### config.mk
export PLATFORM = sky130hd
export DESIGN_NAME = input_capture
export DESIGN_NICKNAME = d
export VERILOG_FILES = /design/src/rtl/input_capture.sv
export SDC_FILE = /design/constraint.sdc
export NUM_CORES = 1
export LEC_CHECK = 0
export BUFFER_PORTS_ARGS = -buffer_cell sky130_fd_sc_hd__buf_2
export CORE_UTILIZATION = 51
export DETAILED_ROUTE_END_ITERATION = 8
export HOLD_SLACK_MARGIN = 0.05
export PLACE_DENSITY = 0.74
export RECOVER_POWER = 25
export SLEW_MARGIN = 30
export SYNTH_ARGS = -nofsm -noshare
export SYNTH_HDL_FRONTEND = slang
export SYNTH_SLANG_ARGS = --single-unit
export TNS_END_PERCENT = 20
### constraint.sdc
create_clock -name CLK -period 2 [get_ports CLK]
set_input_delay 0.2 -clock CLK [delete_from_list [all_inputs] [get_ports CLK]]
set_output_delay 0.2 -clock CLK [all_outputs]
set_load 0.01 [all_outputs]
### src/rtl/input_capture.sv
// ----------------------------------------------------------------------------
// input_capture
//
// Front end of the user-input path. Synchronises the raw switch word and the
// raw active-low ENTER pushbutton, debounces ENTER, and on each accepted press
// while the control unit is stalled on an input instruction (REQ high) latches
// the switch word onto KEYS with a one-cycle VALID strobe.
//
// Ports
//   CLK      in   1           sole clock, rising edge
//   RST_N    in   1           asynchronous active-low reset
//   SW       in   KEYS_WIDTH  raw switches (asynchronous to CLK)
//   ENTER_N  in   1           raw pushbutton (asynchronous), 0 = pressed
//   REQ      in   1           high while an input instruction is stalled
//   KEYS     out  KEYS_WIDTH  last captured switch word, registered
//   VALID    out  1           one-cycle strobe, KEYS is new this cycle
//   WAITING  out  1           high while armed, drives "awaiting input" LED
//
// Parameters
//   KEYS_WIDTH       switch word width (sign + magnitude, not interpreted)
//   DEBOUNCE_CYCLES  consecutive stable cycles to accept an ENTER change (>= 2)
//   CNT_WIDTH        debounce counter width, 2**CNT_WIDTH > DEBOUNCE_CYCLES
// ----------------------------------------------------------------------------
module input_capture #(
    parameter int KEYS_WIDTH      = 11,
    parameter int DEBOUNCE_CYCLES = 500000,
    parameter int CNT_WIDTH       = 20
) (
    input  logic                  CLK,
    input  logic                  RST_N,
    input  logic [KEYS_WIDTH-1:0] SW,
    input  logic                  ENTER_N,
    input  logic                  REQ,
    output logic [KEYS_WIDTH-1:0] KEYS,
    output logic                  VALID,
    output logic                  WAITING
);

    localparam logic [CNT_WIDTH-1:0] CNT_LAST = CNT_WIDTH'(DEBOUNCE_CYCLES - 1);

    typedef enum logic [1:0] {
        IDLE,
        ARMED,
        CAPTURE,
        RELEASE
    } state_t;

    logic [KEYS_WIDTH-1:0] sw_meta;
    logic [KEYS_WIDTH-1:0] sw_sync;
    logic                  enter_meta;
    logic                  enter_sync;
    logic                  deb_n;
    logic [CNT_WIDTH-1:0]  deb_cnt;
    state_t                state;

    // ------------------------------------------------------------------------
    // Two-flop synchronisers. The switch word is only sampled once it has
    // been stable for two cycles, so per-bit synchronisation is sufficient.
    // ENTER resets to the released level so a held button after reset is
    // seen as a fresh press.
    // ------------------------------------------------------------------------
    always_ff @(posedge CLK or negedge RST_N) begin
        if (!RST_N) begin
            sw_meta    <= '0;
            sw_sync    <= '0;
            enter_meta <= 1'b1;
            enter_sync <= 1'b1;
        end else begin
            // NOTE: non-blocking assignments make each stage take the
            // previous stage's old value, giving a real two-flop chain.
            sw_meta    <= SW;
            sw_sync    <= sw_meta;
            enter_meta <= ENTER_N;
            enter_sync <= enter_meta;
        end
    end

    // ------------------------------------------------------------------------
    // Debouncer: the counter measures how long the synced level has disagreed
    // with the debounced level. Any agreement clears it, so only an unbroken
    // run of DEBOUNCE_CYCLES disagreeing cycles moves deb_n.
    // ------------------------------------------------------------------------
    always_ff @(posedge CLK or negedge RST_N) begin
        if (!RST_N) begin
            deb_n   <= 1'b1;
            deb_cnt <= '0;
        end else if (enter_sync == deb_n) begin
            deb_cnt <= '0;
        end else if (deb_cnt == CNT_LAST) begin
            deb_n   <= enter_sync;
            deb_cnt <= '0;
        end else begin
            deb_cnt <= deb_cnt + CNT_WIDTH'(1);
        end
    end

    // ------------------------------------------------------------------------
    // Capture FSM with registered outputs. WAITING and VALID are set on the
    // edge that enters ARMED / CAPTURE, so they line up with the state.
    // IDLE only arms on a released button, so a press still held from the
    // previous instruction cannot satisfy the next one.
    // ------------------------------------------------------------------------
    always_ff @(posedge CLK or negedge RST_N) begin
        if (!RST_N) begin
            state   <= IDLE;
            KEYS    <= '0;
            VALID   <= 1'b0;
            WAITING <= 1'b0;
        end else begin
            // NOTE: default first, so VALID can only survive one cycle and
            // every path through the case leaves it defined.
            VALID <= 1'b0;
            unique case (state)
                IDLE: begin
                    if (REQ && deb_n) begin
                        state   <= ARMED;
                        WAITING <= 1'b1;
                    end
                end
                ARMED: begin
                    // A withdrawn request wins over a simultaneous press.
                    if (!REQ) begin
                        state   <= IDLE;
                        WAITING <= 1'b0;
                    end else if (!deb_n) begin
                        state   <= CAPTURE;
                        WAITING <= 1'b0;
                        VALID   <= 1'b1;
                        KEYS    <= sw_sync;
                    end
                end
                CAPTURE: begin
                    state <= RELEASE;
                end
                RELEASE: begin
                    if (deb_n) begin
                        state <= IDLE;
                    end
                end
                default: begin
                    state   <= IDLE;
                    WAITING <= 1'b0;
                end
            endcase
        end
    end

endmodule
==> results of run 1 <==
[cell usage in the layout, fill, tap and decap left out]
master,count
a31o_2,1
nand3_1,5
nand2_1,5
o21ai_4,1
or3_4,1
buf_4,6
dfstp_2,2
nor3_2,1
buf_2,26
ha_1,1
and4_1,1
a22oi_1,1
and2_1,2
dfrtp_1,57
clkbuf_1,3
inv_1,7
nor2_1,20
clkinv_4,1
nand4_1,8
clkbuf_8,9
dlygate4sd3_1,13
mux2_2,12
and3_1,2
clkinv_2,3
nor4_1,5
a21oi_1,2
or4_1,1
nor4_2,1
o22ai_1,1
xor2_1,3
dfstp_1,1
o21ai_0,2
bufinv_16,1
nor4bb_1,1
xnor2_1,13
nor3_1,6
mux2i_1,1
a31oi_1,2
buf_12,2
[metal layers]
| layer | wire, um | share of wire (%) |
|---|---|---|
| met1 | 1710 | 44 |
| met2 | 1960 | 50 |
| met3 | 180 | 4.6 |
| met4 | 81 | 2.1 |
| met5 | 0 | 0 |
[worst max-delay path, stage by stage, from the launching register on]
cell and delay [ns]:
dfrtp_1 0.39, or4_1 0.51, or3_4 0.36, nor2_1 0.24
mux2_2 0.37
[power breakdown]
| group | switching, mW | total (mW) | internal [mW] |
|---|---|---|---|
| Clock | 0.455 | 1.03 | 0.571 |
| Sequential | 0.0130 | 1.26 | 1.24 |
| Combinational | 0.0424 | 0.0825 | 0.0401 |
| Total | 0.510 | 2.37 | 1.86 |
[worst paths after layout]
check,startpoint,endpoint,slack (ns)
setup / recovery,deb_cnt[9]$_DFF_PN0_,deb_n$_DFFE_PN1P_,0.06
hold / removal,REQ,flop,0.22
setup reg to reg,deb_cnt[9]$_DFF_PN0_,deb_n$_DFFE_PN1P_,0.06
hold reg to reg,sw_meta[3]$_DFF_PN0_,sw_sync[3]$_DFF_PN0_,0.35
max in group asynchronous,RST_N,deb_n$_DFFE_PN1P_,0.37
min in group asynchronous,RST_N,KEYS[7]$_DFFE_PN0P_,0.73
[cell type report]
type	count	share of cell area, %
Clock buffer	11	4.67
Sequential cell	60	53.5
Timing Repair Buffer	48	12.4
Inverter	7	0.934
Clock inverter	5	1.91
Multi-Input combinational cell	99	24.3
Tap cell	50	2.22
[through the flow]
stage	total power [mW]	util [%]	cell area, um^2	instances	worst slack (ns)
after floorplan	1.29	-	2240	169	0.133
after global placement	1.34	60.7	2500	251	0.154
after detailed placement	1.35	60.7	2500	251	0.101
after CTS	2.39	68.4	2810	280	0.0681
after global routing	2.45	68.3	2810	280	0.0389
final	2.37	68.3	2810	280	0.0637
[repair_timing]
action,4_1_cts,5_1_grt
endpoints found under the hold margin,37,0
hold buffers,13,0
resized for setup,0,0
setup endpoints to repair,0,0
[state kept, by name (all words and copies together), names as in the netlist, named ones only]
name,flops
deb_cnt,20
KEYS,11
sw_meta,11
sw_sync,11
VALID,1
WAITING,1
deb_n,1
enter_meta,1
enter_sync,1
state,1
[cell families after synthesis]
logic type	after synthesis
flip-flops	60
adder cells (fa/ha/maj)	1
buffers and inverters	10
AND/OR/NAND/NOR	59
AO/OA/AOI/OAI	10
XOR/XNOR	16
multiplexers	13
==> metrics.txt, run 1 <==
# TYPE chip_impl_metric gauge
chip_impl_metric{name="tritoncts.num_buffers",unit=""} 9
chip_impl_metric{name="powerDensity",unit="mW/mm^2"} 841
chip_impl_metric{name="drt_first_pass_iters",unit=""} 4
chip_impl_metric{name="clock-sinks",unit=""} 60
chip_impl_metric{name="synth_warnings",unit=""} 0
chip_impl_info{name="grt_setup_unrepaired",value="no"} 1
chip_impl_info{name="outcome",value="finished clean"} 1
chip_impl_metric{name="num-fill-cells",unit=""} 292
chip_impl_metric{name="synth.net_count",unit=""} 185
chip_impl_metric{name="worstHoldPathCells",unit=""} 3
chip_impl_metric{name="worst_clock_skew",unit="ns"} 0.00909
chip_impl_metric{name="max-slew-margin-rel",unit="%"} 4.00
chip_impl_metric{name="first_global_vias",unit=""} 1506
chip_impl_metric{name="yosysTopAreaCellShare",unit="%"} 63.7
chip_impl_metric{name="gr-usage-all-layers",unit="%"} 21.1
chip_impl_metric{name="core.rowCount",unit=""} 23
chip_impl_metric{name="critPathMaxFanout",unit=""} 3
chip_impl_metric{name="fraction_of_the_mapped_netlist_area_in_compound_gates",unit="%"} 3.18
chip_impl_info{name="setup.worst_path.end_class",value="flop"} 1
chip_impl_metric{name="groute.layer.met1.usage",unit="%"} 24.1
chip_impl_metric{name="vias",unit=""} 1459
chip_impl_metric{name="synthAdderAreaFrac",unit="%"} 0.558
chip_impl_info{name="cp-start-kind",value="flop"} 1
chip_impl_metric{name="detailedRoute.firstIterationViolations",unit=""} 100
chip_impl_metric{name="ys_async_sr_fraction",unit="%"} 100
chip_impl_metric{name="drv_slew",unit=""} 0
chip_impl_info{name="grt_most_used_layer",value="met2"} 1
chip_impl_metric{name="wl",unit="um"} 3930
chip_impl_metric{name="number_of_buffers_added_on_ports",unit=""} 27
chip_impl_info{name="timing_worst_setup_path_type",value="reg2reg"} 1
chip_impl_metric{name="chipHeight",unit="um"} 68.3
chip_impl_metric{name="final_period_minus_worst_setup_slack",unit="ns"} 1.94
chip_impl_metric{name="worst_ep_required_time",unit="ns"} 2.26
chip_impl_metric{name="setup_fix_buffers_added_after_clock_tree_synthesis",unit=""} 0
chip_impl_metric{name="synthMuxAreaShare",unit="%"} 6.48
chip_impl_metric{name="clock_tree.buffer_depth",unit=""} 2
chip_impl_metric{name="fin_worst_hold_slack",unit="ns"} 0.217
chip_impl_metric{name="total_area_of_multi_input_combinational_cells",unit="um^2"} 684
chip_impl_metric{name="placeableCoreArea",unit="mm^2"} 0.00412
chip_impl_metric{name="sequential_cell_area_in_the_final_layout",unit="mm^2"} 0.00151
chip_impl_metric{name="areaGrowthSynthToFinish",unit="%"} 25.5
chip_impl_metric{name="first_pass_grt_wire_length",unit="um"} 6800
chip_impl_metric{name="die-area",unit="mm^2"} 0.00466
chip_impl_info{name="min-delay-path-class",value="in2reg"} 1
chip_impl_info{name="synth_area_leader_cell",value="dfrtp_1"} 1
chip_impl_metric{name="synth_enable_flop_cells",unit=""} 0
chip_impl_metric{name="largest_net_degree_at_the_start_of_global_routing",unit=""} 35
chip_impl_metric{name="drt.antenna.violating_nets",unit=""} 0
chip_impl_metric{name="io-pin-count",unit=""} 28
chip_impl_metric{name="mapped_cell_area",unit="mm^2"} 0.00224
chip_impl_metric{name="fmax",unit="MHz"} 516
chip_impl_metric{name="post_synth_num_cell_types",unit=""} 31
chip_impl_metric{name="gp_congestion",unit=""} 0.875
chip_impl_metric{name="critical_path_arrival",unit="ns"} 2.20
chip_impl_metric{name="synthXorXnorAreaFrac",unit="%"} 6.25
chip_impl_metric{name="syn_avg_cell_area",unit="um^2"} 13.3
chip_impl_metric{name="layout-drive-gt1-share",unit="%"} 29.1
chip_impl_metric{name="insertion_delay",unit="ns"} 0.34
chip_impl_metric{name="final_worst_path_cycle_share",unit="%"} 96.8
chip_impl_metric{name="grt_util_met3",unit="%"} 5.50
chip_impl_metric{name="die_width",unit="um"} 68.3
chip_impl_metric{name="initial_standard_cell_utilization_of_the_core",unit="%"} 54.5
chip_impl_metric{name="yosys_register_bits",unit=""} 60
chip_impl_metric{name="antenna_found_initial",unit=""} 0
chip_impl_info{name="post-synth-top-count-cell",value="dfrtp_1"} 1
chip_impl_metric{name="num-nets-final",unit=""} 241
chip_impl_metric{name="hold_viol",unit=""} 0
chip_impl_metric{name="setup_viol",unit=""} 0
chip_impl_metric{name="num_antenna_cells",unit=""} 0
chip_impl_metric{name="peakVddDrop",unit="mV"} 0.513
chip_impl_info{name="cts_tree",value="built"} 1
chip_impl_metric{name="met2_use_gr",unit="%"} 33.8
chip_impl_metric{name="clkSlewWorstSetupHoldPaths",unit="ns"} 0.06
chip_impl_info{name="synth_commonest_cells",value="57 x dfrtp_1, 20 x nor2_1, 13 x xnor2_1"} 1
chip_impl_info{name="cts_root_buf",value="clkbuf_8"} 1
chip_impl_metric{name="half_perimeter_wire_length_after_placement",unit="um"} 2610
chip_impl_metric{name="power.leakage",unit="nW"} 1.30
chip_impl_metric{name="sequential_element_share_of_the_synthesized_area",unit="%"} 67.2
chip_impl_info{name="yosys_most_used_dff",value="dfrtp_1"} 1
chip_impl_metric{name="wl_per_cell",unit="um"} 14.0
chip_impl_metric{name="r2r_cells",unit=""} 4
chip_impl_metric{name="post_synth_and_or_nand_nor_area_fraction",unit="%"} 13.8
chip_impl_metric{name="synthesis.instances",unit=""} 169
chip_impl_metric{name="detail_route.drc_violations",unit=""} 0
chip_impl_info{name="synth.area.top_cells",value="dfrtp_1 64%, mux2_2 6.0%, xnor2_1 5.1%"} 1
chip_impl_metric{name="overflow",unit=""} 0
chip_impl_metric{name="max-cap-violations",unit=""} 0
chip_impl_metric{name="post_drt_via_cell_ratio",unit=""} 5.21
chip_impl_metric{name="cts_htree_levels",unit=""} 3
chip_impl_metric{name="max_slew.worst_pin.slew",unit="ns"} 1.44
chip_impl_metric{name="totalNegativeSetupSlack",unit="ns"} 0
chip_impl_info{name="main_combinational_cell_family_by_area_after_synthesis",value="simple AND/OR/NAND/NOR gates"} 1
No activity file was read; power rests on OpenSTA's default activity.
==> run 2, diff against run 1 <==
- BUFFER_PORTS_ARGS: -buffer_cell sky130_fd_sc_hd__buf_2 -> default
- CORE_UTILIZATION: 51 -> 55
- CTS_CLUSTER_DIAMETER: default -> 30
- DONT_BUFFER_PORTS: default -> 1
- PLACE_DENSITY: 0.74 -> 0.73
- SETUP_SLACK_MARGIN: default -> 0.4
==> run 2 against run 1 <==
  * Design area down 2.4%
  * Critical path type unchanged
  * Wire length up 1.8%
  * Flip-flop and latch count unchanged
==> metrics.txt, run 2 (synthesis gave the netlist of run 1 again) <==
# TYPE chip_impl_metric gauge
chip_impl_info{name="outcome",value="finished clean"} 1
chip_impl_metric{name="cts_htree_levels",unit=""} 3
chip_impl_metric{name="detail_route.drc_violations",unit=""} 0
chip_impl_metric{name="timing.final.ws_setup",unit="ns"} 0.201
chip_impl_metric{name="route.met2.wl",unit="um"} 2030
chip_impl_metric{name="post_drt_via_cell_ratio",unit=""} 5.33
chip_impl_metric{name="clock_tree.buffer_depth",unit=""} 2
chip_impl_metric{name="io-pin-count",unit=""} 28
chip_impl_metric{name="layout-drive-gt1-share",unit="%"} 25.1
chip_impl_metric{name="num-nets-final",unit=""} 218
chip_impl_metric{name="insertion_delay",unit="ns"} 0.33
chip_impl_metric{name="gp_congestion",unit=""} 0.822
chip_impl_metric{name="hold_viol",unit=""} 0
chip_impl_metric{name="overflow",unit=""} 0
chip_impl_metric{name="drv_slew",unit=""} 0
chip_impl_metric{name="chipHeight",unit="um"} 65.8
chip_impl_metric{name="max-slew-margin-rel",unit="%"} 7.51
chip_impl_metric{name="antenna_found_initial",unit=""} 0
chip_impl_metric{name="clock-sinks",unit=""} 60
chip_impl_info{name="cp-start-kind",value="flop"} 1
chip_impl_metric{name="number_of_buffers_added_on_ports",unit=""} 0
chip_impl_metric{name="placeableCoreArea",unit="mm^2"} 0.00377
chip_impl_metric{name="wirelength_met1",unit="um"} 1740
chip_impl_info{name="top_register",value="deb_cnt"} 1
chip_impl_metric{name="wl_per_cell",unit="um"} 15.7
chip_impl_metric{name="final_period_minus_worst_setup_slack",unit="ns"} 1.80
chip_impl_metric{name="core.rowCount",unit=""} 22
chip_impl_metric{name="critPathMaxFanout",unit=""} 3
chip_impl_info{name="most-common-layout-cells",value="57 x dfrtp_1, 19 x nor2_1, 13 x xnor2_1, 13 x dlygate4sd3_1, 11 x mux2_2"} 1
chip_impl_metric{name="max_slew.worst_pin.slew",unit="ns"} 1.39
chip_impl_metric{name="areaGrowthSynthToFinish",unit="%"} 22.5
chip_impl_metric{name="totalNegativeSetupSlack",unit="ns"} 0
chip_impl_metric{name="critical_path_arrival",unit="ns"} 2.05
chip_impl_metric{name="die-area",unit="mm^2"} 0.00433
chip_impl_info{name="setup.worst_path.end_class",value="flop"} 1
chip_impl_metric{name="setup_viol",unit=""} 0
chip_impl_metric{name="powerDensity",unit="mW/mm^2"} 873
chip_impl_metric{name="detailedRoute.firstIterationViolations",unit=""} 87
chip_impl_metric{name="first_pass_grt_wire_length",unit="um"} 6810
chip_impl_info{name="grt_setup_unrepaired",value="yes"} 1
chip_impl_metric{name="largest_net_degree_at_the_start_of_global_routing",unit=""} 61
chip_impl_metric{name="gr-usage-all-layers",unit="%"} 22.1
chip_impl_metric{name="worst_ep_required_time",unit="ns"} 2.26
chip_impl_metric{name="max-cap-violations",unit=""} 0
chip_impl_metric{name="largest_register_ffs",unit=""} 20
chip_impl_metric{name="tritoncts.num_buffers",unit=""} 9
chip_impl_metric{name="post-place-ws",unit="ns"} 0.131
chip_impl_metric{name="num-fill-cells",unit=""} 252
chip_impl_metric{name="die_width",unit="um"} 65.8
chip_impl_info{name="timing_worst_setup_path_type",value="reg2reg"} 1
chip_impl_info{name="min-delay-path-class",value="in2reg"} 1
chip_impl_metric{name="drt_first_pass_iters",unit=""} 4
chip_impl_info{name="cts_tree",value="built"} 1
chip_impl_metric{name="routed_wl_met3",unit="um"} 197
chip_impl_metric{name="clkSlewWorstSetupHoldPaths",unit="ns"} 0.07
chip_impl_info{name="layout_commonest_cell",value="dfrtp_1"} 1
chip_impl_metric{name="fmax",unit="MHz"} 556
chip_impl_metric{name="final_worst_path_cycle_share",unit="%"} 90.0
chip_impl_info{name="top_signal_layer_used",value="met4"} 1
chip_impl_metric{name="half_perimeter_wire_length_after_placement",unit="um"} 2460
chip_impl_metric{name="wl",unit="um"} 4000
chip_impl_info{name="cts_root_buf",value="clkbuf_8"} 1
chip_impl_metric{name="drt.antenna.violating_nets",unit=""} 0
chip_impl_metric{name="first_global_vias",unit=""} 1514
chip_impl_metric{name="sequential_cell_area_in_the_final_layout",unit="mm^2"} 0.00151
chip_impl_metric{name="total_area_of_multi_input_combinational_cells",unit="um^2"} 723
chip_impl_metric{name="worst_clock_skew",unit="ns"} 0.00617
chip_impl_metric{name="vias",unit=""} 1358
chip_impl_metric{name="peakVddDrop",unit="mV"} 0.731
chip_impl_metric{name="num_antenna_cells",unit=""} 0
chip_impl_metric{name="power.leakage",unit="nW"} 1.20
chip_impl_metric{name="initial_standard_cell_utilization_of_the_core",unit="%"} 59.4
[run 2: cell types whose count changed in the layout (fill, tap and decap cells not counted), moves of 2 or more]
cell / change
buf_4: +4
clkinvlp_4: +2
buf_2: -26
clkinv_2: -2
clkbuf_1: -3
[run 2: critical path, stage by stage (launching register included)]
cell and delay [ns]:
dfrtp_1 0.39, or4_4 0.53, or3_4 0.38, nor2_4 0.12
mux2_4 0.31
[run 2: layer usage]
| metal | GRT usage, % | vias up |
|---|---|---|
| met1 | 25.2 | 671 |
| met3 | 9.31 | 4 |
| met4 | 8.15 | 0 |
| met2 | 36.7 | 33 |
| met5 | 0 | - |
| li1 | - | 650 |
[run 2: what timing repair did]
| action | 4_1_cts | 5_1_grt |
|---|---|---|
| setup endpoints to repair | 31 | 31 |
| hold buffers | 12 | 2 |
| pin swaps | 1 | 0 |
| endpoints found under the hold margin | 72 | 60 |
| gates resized for setup | 2 | 3 |
| buffers inserted | 6 | 1 |
[run 2: metrics by stage]
step                      power [mW]  util (%)  area, um^2  hold WS (ns)  std cells
after floorplan                 1.29         -        2260       -0.0956        169
after CTS                       2.39      71.8        2710        -0.454        252
after global placement          1.30      61.8        2330       -0.0943        218
after global routing            2.48      72.8        2750         0.128        255
after detailed placement        1.30      61.8        2330       -0.0943        218
final                           2.40      72.8        2750         0.109        255
[run 2: power by group]
group | leakage (nW) | switching, mW | internal, mW | total (mW)
combinational | 0.341 | 0.0389 | 0.0315 | 0.0704
clock | 0.0958 | 0.488 | 0.580 | 1.07
sequential | 0.764 | 0.0133 | 1.24 | 1.26
[run 2: worst paths after layout]
| path | slack, ns | cells after the start | startpoint | to |
|---|---|---|---|---|
| worst min register to register | 0.34 | 0 | sw_meta[1]$_DFF_PN0_ | sw_sync[1]$_DFF_PN0_ |
| max in group asynchronous | 0.43 | 2 | RST_N | deb_cnt[19]$_DFF_PN0_ |
| worst max-delay path | 0.20 | 4 | deb_cnt[12]$_DFF_PN0_ | deb_n$_DFFE_PN1P_ |
| worst min-delay path | 0.11 | 2 | REQ | WAITING$_DFFE_PN0P_ |
| min in group asynchronous | 0.74 | 2 | RST_N | sw_sync[9]$_DFF_PN0_ |
| worst max register to register | 0.20 | 4 | deb_cnt[12]$_DFF_PN0_ | deb_n$_DFFE_PN1P_ |
[run 2: area by class of cell]
cell class / count / area share [%]
flip-flops and latches: 60 / 54.8
clock buffers: 9 / 4.51
clock inverters: 7 / 2.78
repair buffers: 25 / 8.39
well taps: 48 / 2.19
multi-input cells: 99 / 26.3
inverters: 7 / 0.957
